### config.mk
export PLATFORM = sky130hd
export DESIGN_NAME = ft_lockstep_monitor
export DESIGN_NICKNAME = d
export VERILOG_FILES = /design/src/rtl/ft_pkg.sv /design/src/rtl/ft_majority_voter.sv /design/src/rtl/ft_lockstep_monitor.sv
export SDC_FILE = /design/constraint.sdc
export NUM_CORES = 1
export LEC_CHECK = 0
export CAP_MARGIN = 20
export CORE_ASPECT_RATIO = 0.9
export CORE_MARGIN = 8
export CORE_UTILIZATION = 45
export CTS_BUF_LIST = sky130_fd_sc_hd__clkbuf_8
export DETAILED_ROUTE_END_ITERATION = 10
export PLACE_DENSITY = 0.88
export SETUP_SLACK_MARGIN = 0.4
export SKIP_CTS_REPAIR_TIMING = 1
export SYNTH_ARGS = -nofsm -noshare
export SYNTH_HDL_FRONTEND = slang
export SYNTH_SLANG_ARGS = --single-unit
export TNS_END_PERCENT = 50
### constraint.sdc
create_clock -name clk_i -period 4.2 [get_ports clk_i]
set_input_delay 0.84 -clock clk_i [delete_from_list [all_inputs] [get_ports clk_i]]
set_output_delay 0.84 -clock clk_i [all_outputs]
set_load 0.005 [all_outputs]
### src/rtl/ft_pkg.sv
// ----------------------------------------------------------------------------
// ft_pkg
// Shared definitions for the lockstep monitor: the 3-bit state encoding seen
// on state_o, the mismatch counter width, and a saturating increment helper.
// ----------------------------------------------------------------------------
package ft_pkg;

    typedef logic [2:0] state_t;

    localparam state_t ST_IDLE    = 3'd0;
    localparam state_t ST_RUN     = 3'd1;
    localparam state_t ST_DONE    = 3'd2;
    localparam state_t ST_TIMEOUT = 3'd3;
    localparam state_t ST_FAULT   = 3'd4;

    localparam int unsigned MIS_CNT_W = 8;

    // Counter sticks at all-ones instead of wrapping back to zero
    function automatic logic [MIS_CNT_W-1:0] satInc(input logic [MIS_CNT_W-1:0] v);
        return (v == {MIS_CNT_W{1'b1}}) ? v : v + 1'b1;
    endfunction

endpackage

### src/rtl/ft_majority_voter.sv
// ----------------------------------------------------------------------------
// ft_majority_voter
// Purely combinational plurality voter over NCORES packed W-bit values.
// The voted value is the one shared by the most cores; on a tie the value
// held by the lowest-index core among the tied groups wins.
//
// Ports
//   values_i  in  NCORES*W  core k value at bits [W*k+W-1 : W*k]
//   voted_o   out W         winning value
//   differ_o  out NCORES    bit k set when core k disagrees with voted_o
// ----------------------------------------------------------------------------
module ft_majority_voter #(
    parameter int NCORES = 2,
    parameter int W      = 64
) (
    input  logic [NCORES*W-1:0] values_i,
    output logic [W-1:0]        voted_o,
    output logic [NCORES-1:0]   differ_o
);

    logic [3:0] matchCnt;
    logic [3:0] bestCnt;

    // Count how many cores agree with each core in turn. Only a strictly
    // larger group replaces the current winner, so ties keep the lower index.
    always_comb begin
        matchCnt = '0;
        bestCnt  = '0;
        voted_o  = values_i[W-1:0];
        for (int i = 0; i < NCORES; i++) begin
            matchCnt = '0;
            for (int j = 0; j < NCORES; j++) begin
                if (values_i[i*W +: W] == values_i[j*W +: W]) begin
                    matchCnt = matchCnt + 4'd1;
                end
            end
            if (matchCnt > bestCnt) begin
                bestCnt = matchCnt;
                voted_o = values_i[i*W +: W];
            end
        end
    end

    // Flag every core that disagrees with the winner; with two cores this
    // can only ever be core 1, because core 0 wins any 1:1 split.
    always_comb begin
        differ_o = '0;
        for (int k = 0; k < NCORES; k++) begin
            differ_o[k] = (values_i[k*W +: W] != voted_o);
        end
    end

endmodule

### src/rtl/ft_lockstep_monitor.sv
// ----------------------------------------------------------------------------
// ft_lockstep_monitor
// Watches NCORES cores running the same program in lockstep. Whenever all
// cores commit together their {address, ALU result} tuples are voted; any
// disagreeing core is recorded in a sticky mask and counted. The run ends in
// DONE (memory completion flag), TIMEOUT (cycle limit) or FAULT (too many
// mismatch events), with priority FAULT > DONE > TIMEOUT.
//
// Ports
//   clk_i           in  1          clock, rising edge
//   rst_i           in  1          synchronous active-high reset
//   start_i         in  1          start / restart request (ignored in RUN)
//   core_valid_i    in  NCORES     per-core commit valid
//   instr_addr_i    in  NCORES*32  per-core committed address
//   alu_result_i    in  NCORES*DW  per-core ALU result
//   mem_flag_i      in  1          program completion flag
//   mem_result_i    in  DW         program result word
//   state_o         out 3          FSM state (ft_pkg encoding)
//   voted_addr_o    out 32         voted address of the last compare
//   voted_result_o  out DW         voted ALU result of the last compare
//   mismatch_mask_o out NCORES     sticky per-core mismatch mask
//   mismatch_cnt_o  out 8          saturating mismatch event count
//   cycle_cnt_o     out 32         RUN cycle count
//   result_o        out DW         latched program result
//   done_o / timeout_o / fault_o   state level flags
// ----------------------------------------------------------------------------
module ft_lockstep_monitor
    import ft_pkg::*;
#(
    parameter int NCORES       = 2,
    parameter int DW           = 32,
    parameter int TIMEOUT_CYC  = 1000,
    parameter int MAX_MISMATCH = 3
) (
    input  logic                 clk_i,
    input  logic                 rst_i,
    input  logic                 start_i,
    input  logic [NCORES-1:0]    core_valid_i,
    input  logic [NCORES*32-1:0] instr_addr_i,
    input  logic [NCORES*DW-1:0] alu_result_i,
    input  logic                 mem_flag_i,
    input  logic [DW-1:0]        mem_result_i,
    output logic [2:0]           state_o,
    output logic [31:0]          voted_addr_o,
    output logic [DW-1:0]        voted_result_o,
    output logic [NCORES-1:0]    mismatch_mask_o,
    output logic [7:0]           mismatch_cnt_o,
    output logic [31:0]          cycle_cnt_o,
    output logic [DW-1:0]        result_o,
    output logic                 done_o,
    output logic                 timeout_o,
    output logic                 fault_o
);

    localparam int TW = 32 + DW;

    logic [NCORES*TW-1:0] tuples;
    logic [TW-1:0]        voted;
    logic [NCORES-1:0]    differ;

    state_t               state_q,     state_d;
    logic [31:0]          cycleCnt_q,  cycleCnt_d;
    logic [7:0]           misCnt_q,    misCnt_d;
    logic [NCORES-1:0]    mask_q,      mask_d;
    logic [31:0]          votedAddr_q, votedAddr_d;
    logic [DW-1:0]        votedRes_q,  votedRes_d;
    logic [DW-1:0]        result_q,    result_d;
    logic                 done_q,      done_d;
    logic                 timeout_q,   timeout_d;
    logic                 fault_q,     fault_d;

    logic                 compareEn;
    logic                 anyDiff;
    logic [7:0]           misCntNext;

    for (genvar k = 0; k < NCORES; k++) begin : g_tuple
        assign tuples[k*TW +: TW] = {instr_addr_i[k*32 +: 32], alu_result_i[k*DW +: DW]};
    end

    ft_majority_voter #(
        .NCORES (NCORES),
        .W      (TW)
    ) u_voter (
        .values_i (tuples),
        .voted_o  (voted),
        .differ_o (differ)
    );

    assign compareEn  = (state_q == ST_RUN) && (&core_valid_i);
    assign anyDiff    = |differ;
    assign misCntNext = anyDiff ? satInc(misCnt_q) : misCnt_q;

    // Next-state logic. The cycle counter only advances on RUN cycles that
    // stay in RUN, so a terminal state shows the count it was reached at.
    // A compare still lands in the cycle that leaves RUN.
    always_comb begin
        state_d     = state_q;
        cycleCnt_d  = cycleCnt_q;
        misCnt_d    = misCnt_q;
        mask_d      = mask_q;
        votedAddr_d = votedAddr_q;
        votedRes_d  = votedRes_q;
        result_d    = result_q;

        case (state_q)
            ST_IDLE, ST_DONE, ST_TIMEOUT, ST_FAULT: begin
                if (start_i) begin
                    state_d    = ST_RUN;
                    cycleCnt_d = '0;
                    misCnt_d   = '0;
                    mask_d     = '0;
                    result_d   = '0;
                end
            end
            ST_RUN: begin
                if (compareEn) begin
                    votedAddr_d = voted[TW-1:DW];
                    votedRes_d  = voted[DW-1:0];
                    mask_d      = mask_q | differ;
                    misCnt_d    = misCntNext;
                end
                if (compareEn && anyDiff && (misCntNext >= 8'(MAX_MISMATCH))) begin
                    state_d = ST_FAULT;
                end else if (mem_flag_i) begin
                    state_d  = ST_DONE;
                    result_d = mem_result_i;
                end else if (cycleCnt_q == 32'(TIMEOUT_CYC - 1)) begin
                    state_d = ST_TIMEOUT;
                end else begin
                    cycleCnt_d = cycleCnt_q + 32'd1;
                end
            end
            default: begin
                state_d = ST_IDLE;
            end
        endcase

        done_d    = (state_d == ST_DONE);
        timeout_d = (state_d == ST_TIMEOUT);
        fault_d   = (state_d == ST_FAULT);
    end

    // State and output registers; reset wins over any start or run activity
    always_ff @(posedge clk_i) begin
        if (rst_i) begin
            state_q     <= ST_IDLE;
            cycleCnt_q  <= '0;
            misCnt_q    <= '0;
            mask_q      <= '0;
            votedAddr_q <= '0;
            votedRes_q  <= '0;
            result_q    <= '0;
            done_q      <= 1'b0;
            timeout_q   <= 1'b0;
            fault_q     <= 1'b0;
        end else begin
            state_q     <= state_d;
            cycleCnt_q  <= cycleCnt_d;
            misCnt_q    <= misCnt_d;
            mask_q      <= mask_d;
            votedAddr_q <= votedAddr_d;
            votedRes_q  <= votedRes_d;
            result_q    <= result_d;
            done_q      <= done_d;
            timeout_q   <= timeout_d;
            fault_q     <= fault_d;
        end
    end

    assign state_o         = state_q;
    assign voted_addr_o    = votedAddr_q;
    assign voted_result_o  = votedRes_q;
    assign mismatch_mask_o = mask_q;
    assign mismatch_cnt_o  = misCnt_q;
    assign cycle_cnt_o     = cycleCnt_q;
    assign result_o        = result_q;
    assign done_o          = done_q;
    assign timeout_o       = timeout_q;
    assign fault_o         = fault_q;

endmodule

Yosys cells after proc, flatten, opt, wreduce, memory -nomap -nowiden
Index checks and enable logic that the tools add are counted.
Operators by class
  $add $sub $neg: 3
  order comparisons: 3
  equality and inequality tests: 19
  mux-type cells: 25
  bitwise logic cells: 1
  reduce and logical (&&, ||, !) cells: 12
Operators with widths (number)
  $mux W32: 6
  $eq A64 B64 Y1: 2
  $ne A64 B64 Y1: 2
  $pmux W32 S2: 2
  $mux W64: 1
  $add A32 B1 Y32 const B: 1
  $eq A32 B10 Y1 const B: 1
  $mux W8: 4
  $pmux W8 S2: 1
  $eq A3 B2 Y1 const B: 4
  $mux W3: 4
  $ne A2 B2 Y1 const B: 6
  $add A8 B1 Y8 const B: 1
  $eq A8 B8 Y1 const B: 1
  $ge A8 B2 Y1 const B: 1
  $eq A3 B3 Y1 const B: 2
  $mux W2: 3
  $pmux W3 S2: 1
  $reduce_and A5 Y1: 1
  $add A4 B1 Y4 const B: 1
  $gt A4 B1 Y1 const B: 1
  $gt A4 B4 Y1: 1
  $mux W4: 1
  $pmux W2 S2: 1
  other kinds (11): 14
Storage, ports and cells
  bits in registers: 144
  input port bits: 166
  output and inout port bits: 144

Logic depth before layout (Yosys ltp)
  depth in word-level cells: 14
  gate-level depth with buffers: 12

By module
Synthesis repeated with hierarchy kept, for this count alone.
Unflattened totals
  cell total of the unflattened synthesis: 827
  area total of the unflattened synthesis: 6851.6 sq um
By module, submodules not included
  ft_lockstep_monitor: times used 1, cells an instance 676, area each 5667.9 sq um, seq. area each 2882.8 sq um
  ft_majority_voter: times used 1, cells an instance 151, area each 1183.6 sq um, seq. area each 0.0 sq um

Worst setup path before layout
No wires, ideal clock.
  path type: in2reg
  start: in instr_addr_i[23]
  end: reg result_q[0] (netlist: result_o[0])
  arrival time: 2954 ps
  data required time: 4083 ps
  slack: 1129 ps
  cell stages on the path: 12
  buffers on the path: 3
  cells stage by stage: xnor2_1 -> nand4_1 -> nor4_2 -> and4_4 -> or4_4 -> a221oi_4 -> or2_2 -> buf_2 -> and4_1 -> buf_2 -> buf_4 -> a22o_1
Between the ends
  cells in the longest elaborated chain, start to end: 13
  elaborated cells on any way between the ends: 18
  those cells by class: add/sub (1); order compare (3); eq/ne (5); mux (5); reduce/logical (4)
RTL lines
  from (decl): RTL line ft_lockstep_monitor.sv:39  | input logic [NCORES*32-1:0] instr_addr_i,
  $eq A64 B64 Y1: RTL line ft_majority_voter.sv:33  | if (values_i[i*W +: W] == values_i[j*W +: W]) begin
  $mux W2: RTL line ft_majority_voter.sv:33
  $gt A4 B1 Y1: RTL line ft_majority_voter.sv:37  | if (matchCnt > bestCnt) begin
  $mux W4: RTL line ft_majority_voter.sv:37
  $gt A4 B4 Y1: RTL line ft_majority_voter.sv:37
  $mux W64: RTL line ft_majority_voter.sv:37
  $ne A64 B64 Y1: RTL line ft_majority_voter.sv:49  | differ_o[k] = (values_i[k*W +: W] != voted_o);
  $reduce_or A2 Y1 (*): RTL line ft_lockstep_monitor.sv:90  | assign anyDiff = |differ;
  $mux W8: RTL line ft_lockstep_monitor.sv:91  | assign misCntNext = anyDiff ? satInc(misCnt_q) : misCnt_q;
  $ge A8 B2 Y1: RTL line ft_lockstep_monitor.sv:122  | if (compareEn && anyDiff && (misCntNext >= 8'(MAX_MISMATCH))) begin
  $logic_and A1 B1 Y1 (*): RTL line ft_lockstep_monitor.sv:122
  $ne A2 B2 Y1 (no source line) (*)
  $reduce_and A4 Y1 (no source line) (*)
  to (signal assigned): RTL line ft_lockstep_monitor.sv:163  | result_q <= result_d;
  to (decl): RTL line ft_lockstep_monitor.sv:67  | logic [DW-1:0] result_q, result_d;
Every way passes the cells marked *; elsewhere a longest branch is shown, timed or not.
A chain may end at the register's enable or synchronous reset.

Worst setup path after layout
  start: in instr_addr_i[17]
  end: reg cycleCnt_q[18] (netlist: cycle_cnt_o[18])
Between the ends
  cells in the longest elaborated chain, start to end: 13
  elaborated cells on any way between the ends: 18
  those cells by class: add/sub (1); order compare (3); eq/ne (5); mux (5); reduce/logical (4)
RTL lines
  $eq A64 B64 Y1: RTL line ft_majority_voter.sv:33
  $mux W2: RTL line ft_majority_voter.sv:33
  $gt A4 B1 Y1: RTL line ft_majority_voter.sv:37
  $mux W4: RTL line ft_majority_voter.sv:37
  $gt A4 B4 Y1: RTL line ft_majority_voter.sv:37
  $mux W64: RTL line ft_majority_voter.sv:37
  $ne A64 B64 Y1: RTL line ft_majority_voter.sv:49
  $reduce_or A2 Y1 (*): RTL line ft_lockstep_monitor.sv:90
  $mux W8: RTL line ft_lockstep_monitor.sv:91
  $ge A8 B2 Y1: RTL line ft_lockstep_monitor.sv:122
  $logic_and A1 B1 Y1 (*): RTL line ft_lockstep_monitor.sv:122
  $ne A2 B2 Y1 (no source line) (*)
  $reduce_and A5 Y1 (no source line) (*)
  to (signal assigned): RTL line ft_lockstep_monitor.sv:158  | cycleCnt_q <= cycleCnt_d;
  to (decl): RTL line ft_lockstep_monitor.sv:62  | logic [31:0] cycleCnt_q, cycleCnt_d;
Marks and branches as above.

==> impl_results.md <==
* Status: finished, final reports clean
* Final Hold Fails at 0
* Max transition margin at 0.315
* Most used DFF post-synth: dfxtp_1
* Row cnt at 41
* Post-synth top area share at 0.449
* Post-synth EDFFs at 0
* Vias at 6,960
* Setup Skew at 0.0132 ns
* Reg area at 2880 um2
* Max Fclk at 0.274 GHz
* # nets final at 1,222
* Core area at 14,000 um2
* Longest Clk Path Bufs at 2
* Area of the multi-input gates at 3350 um2
* TritonCTS clock tree: yes
* Syn Inst Count at 761
* Post-route setup slack at 0.544 ns
* Initial Util at 0.459
* Peak VDD IR at 0.000194 V
* Dpl ws at 0.127 ns
* Netlist cell types at 41
* Async SR Flop Fraction at 0
* Cts bufs inserted at 17
* P&R area growth vs syn at 57.4%
* Die Wd at 142 um
* Root buf cell: clkbuf_8
* Leak at 3.42 nW
* # IOs at 310
* Setup violators final at 0
* Critical path class: in2reg
* Worst-Margin Slew at 1.03 ns
* RSZ-0062 raised after global routing: false
* Post-Synthesis Cell Area at 6420 um2
* Largest family of logic cells by synthesized area: simple AND/OR/NAND/NOR gates
* First-pass DRT Iterations at 5
* Yosys warnings at 0
* Synth area leader: dfxtp_1
* Mux contribution to synthesized area at 0.0127
* Sequential fraction of the synthesis area at 0.449
* Pin count of the biggest net entering global routing at 77
* GP Congestion at 0.861
* First-pass GRT wire length at 36,300 um
* CTS sink count at 144
* Power Density at 306 nW/um2
* Hold crit path type: reg2reg
* Min Tclk post-route at 3.66 ns
* Final wirelength at 24,200 um
* Area share of fa/ha/maj cells after synthesis at 0.00390
* Crit-path max FO at 49
* Layout cell share with drive strength beyond 1 at 0.0487
* Type of origin of the critical path: input port
* Simple-gate share of the synthesized area at 0.245
* Post-synth net total at 929
* Wire length per cell at 19.2 um
* Synthesized area per cell at 8.44 um2
* Vias in the first global route at 6,841
* Antenna violations before repair at 0
* Max cap viols at 0
* Die area at 18,400 um2
* Worst-Skew Late Latency at 0.44 ns
* Final critical-path share of the clock period at 0.870
* Via density at 5.52
* Port bufs at 309
* Fillcell total at 1,054
* Grt total ovfl at 0
* Worst EP required at 4.55 ns
* Area fraction in compound gates after synthesis at 0.169
* H-tree levels at 4
* Critical Path AT at 4.01 ns
* Xor and xnor area share after synthesis at 0.0887
* Crit. End Element: flip-flop
* Die Span Y at 129 um
* N_diodes at 0
* DRC violation total after the first TritonRoute iteration at 454
* DR DRC count at 0
* Pins Over Slew Limit at 0
* Synth area leaders: dfxtp_1 45%, nand2_1 9.4%, xnor2_1 8.9%
* Detail Placement HPWL at 18,600 um
* Clock transition at path regs at 0.08 ns
* Synthesized flop and latch total at 144
* Gr usage total at 0.254
* Setup TNS at 0 ns
* Antenna Nets Post-Route at 0
## per-stage QoR
| step | instance area (um2) | util | total power [mW] | hold WS [ns] | cells |
|---|---|---|---|---|---|
| floorplan | 6420 | - | 1.62 | 0.453 | 761 |
| global placement | 9680 | 0.691 | 1.91 | 0.441 | 1228 |
| detailed placement | 9680 | 0.691 | 1.92 | 0.445 | 1228 |
| CTS | 10100 | 0.722 | 3.11 | 0.456 | 1260 |
| global route | 10100 | 0.722 | 3.20 | 0.478 | 1260 |
| finish | 10100 | 0.722 | 3.09 | 0.456 | 1260 |
## registers in the layout, indices dropped and copies added, names as in the netlist
name and cells:
voted_addr_o 32, result_o 32, state_o 3, timeout_o 1
mismatch_mask_o 2, done_o 1, voted_result_o 32, fault_o 1
mismatch_cnt_o 8, cycle_cnt_o 32
## cells in the final DEF (no fill, tap or decap), types with 9 or more instances in the layout
cell type,instances
clkbuf_8,19
a21oi_1,92
nand2_1,160
o21ai_0,24
and3_1,10
xnor2_1,65
nand4_1,33
or4_1,16
or3_1,16
clkdlybuf4s50_1,308
nand3_1,18
inv_1,9
nor2_1,21
a22o_1,33
dfxtp_1,144
o211ai_1,9
## cell usage after synthesis, drive strengths merged, types with 7 or more instances
cell type  instances
nand4             33
nor4              10
mux2i              7
nand3             19
clkbuf            32
o31ai              7
and3              11
dfxtp            144
or3               16
a22o              33
o211ai             9
xnor2             65
nor2              21
or4               17
o21ai             25
a21oi             92
nand2            160
buf               11
## area by class of cell
cell class	count	share of cell area
Sequential cell	144	0.285
Multi-Input combinational cell	568	0.331
Tap cell	193	0.0239
Clock inverter	13	0.0168
Timing Repair Buffer	317	0.315
Clock buffer	19	0.0259
Inverter	6	0.00223
## metal layers
metal	global-route usage	part of all wire
met1	0.274	0.37
met2	0.458	0.51
met3	0.0831	0.091
met4	0.0934	0.025
met5	0	0
## final timing paths
path                                          from                  to  slack, ns  cells after the start
worst max-delay path              instr_addr_i[17]     cycle_cnt_o[18]       0.54                     11
worst min-delay path            voted_result_o[16]  voted_result_o[16]       0.46                      2
worst max register to register   mismatch_cnt_o[0]     cycle_cnt_o[18]       1.13                      9
worst min register to register  voted_result_o[16]  voted_result_o[16]       0.46                      2
## report_power, final
part	internal [mW]	switching, mW
combinational	0.274	0.197
clock	0.670	0.529
sequential	1.40	0.0209
## worst max-delay path: stages
cell and delay, ns:
clkdlybuf4s50_1 0.44, xnor2_1 0.32, nand4_1 0.22, nor4_2 0.38, and4_4 0.31, o21ai_0 0.15
a221oi_4 0.36, o21ai_2 0.10, buf_12 0.20, or4_1 0.51, a21oi_1 0.15
## kinds of logic (layout without fill, tap and decap cells)
logic type                 Yosys count  in the layout
adders and majority gates            2              2
buffers and inverters               49            355
DFF                                144            144
xor gates and xnor gates            65             65
and+or+nand+nor                    317            317
AOI/OAI and AO/OA                  176            176
muxes                                8              8
(Power assumes the default switching activity.)
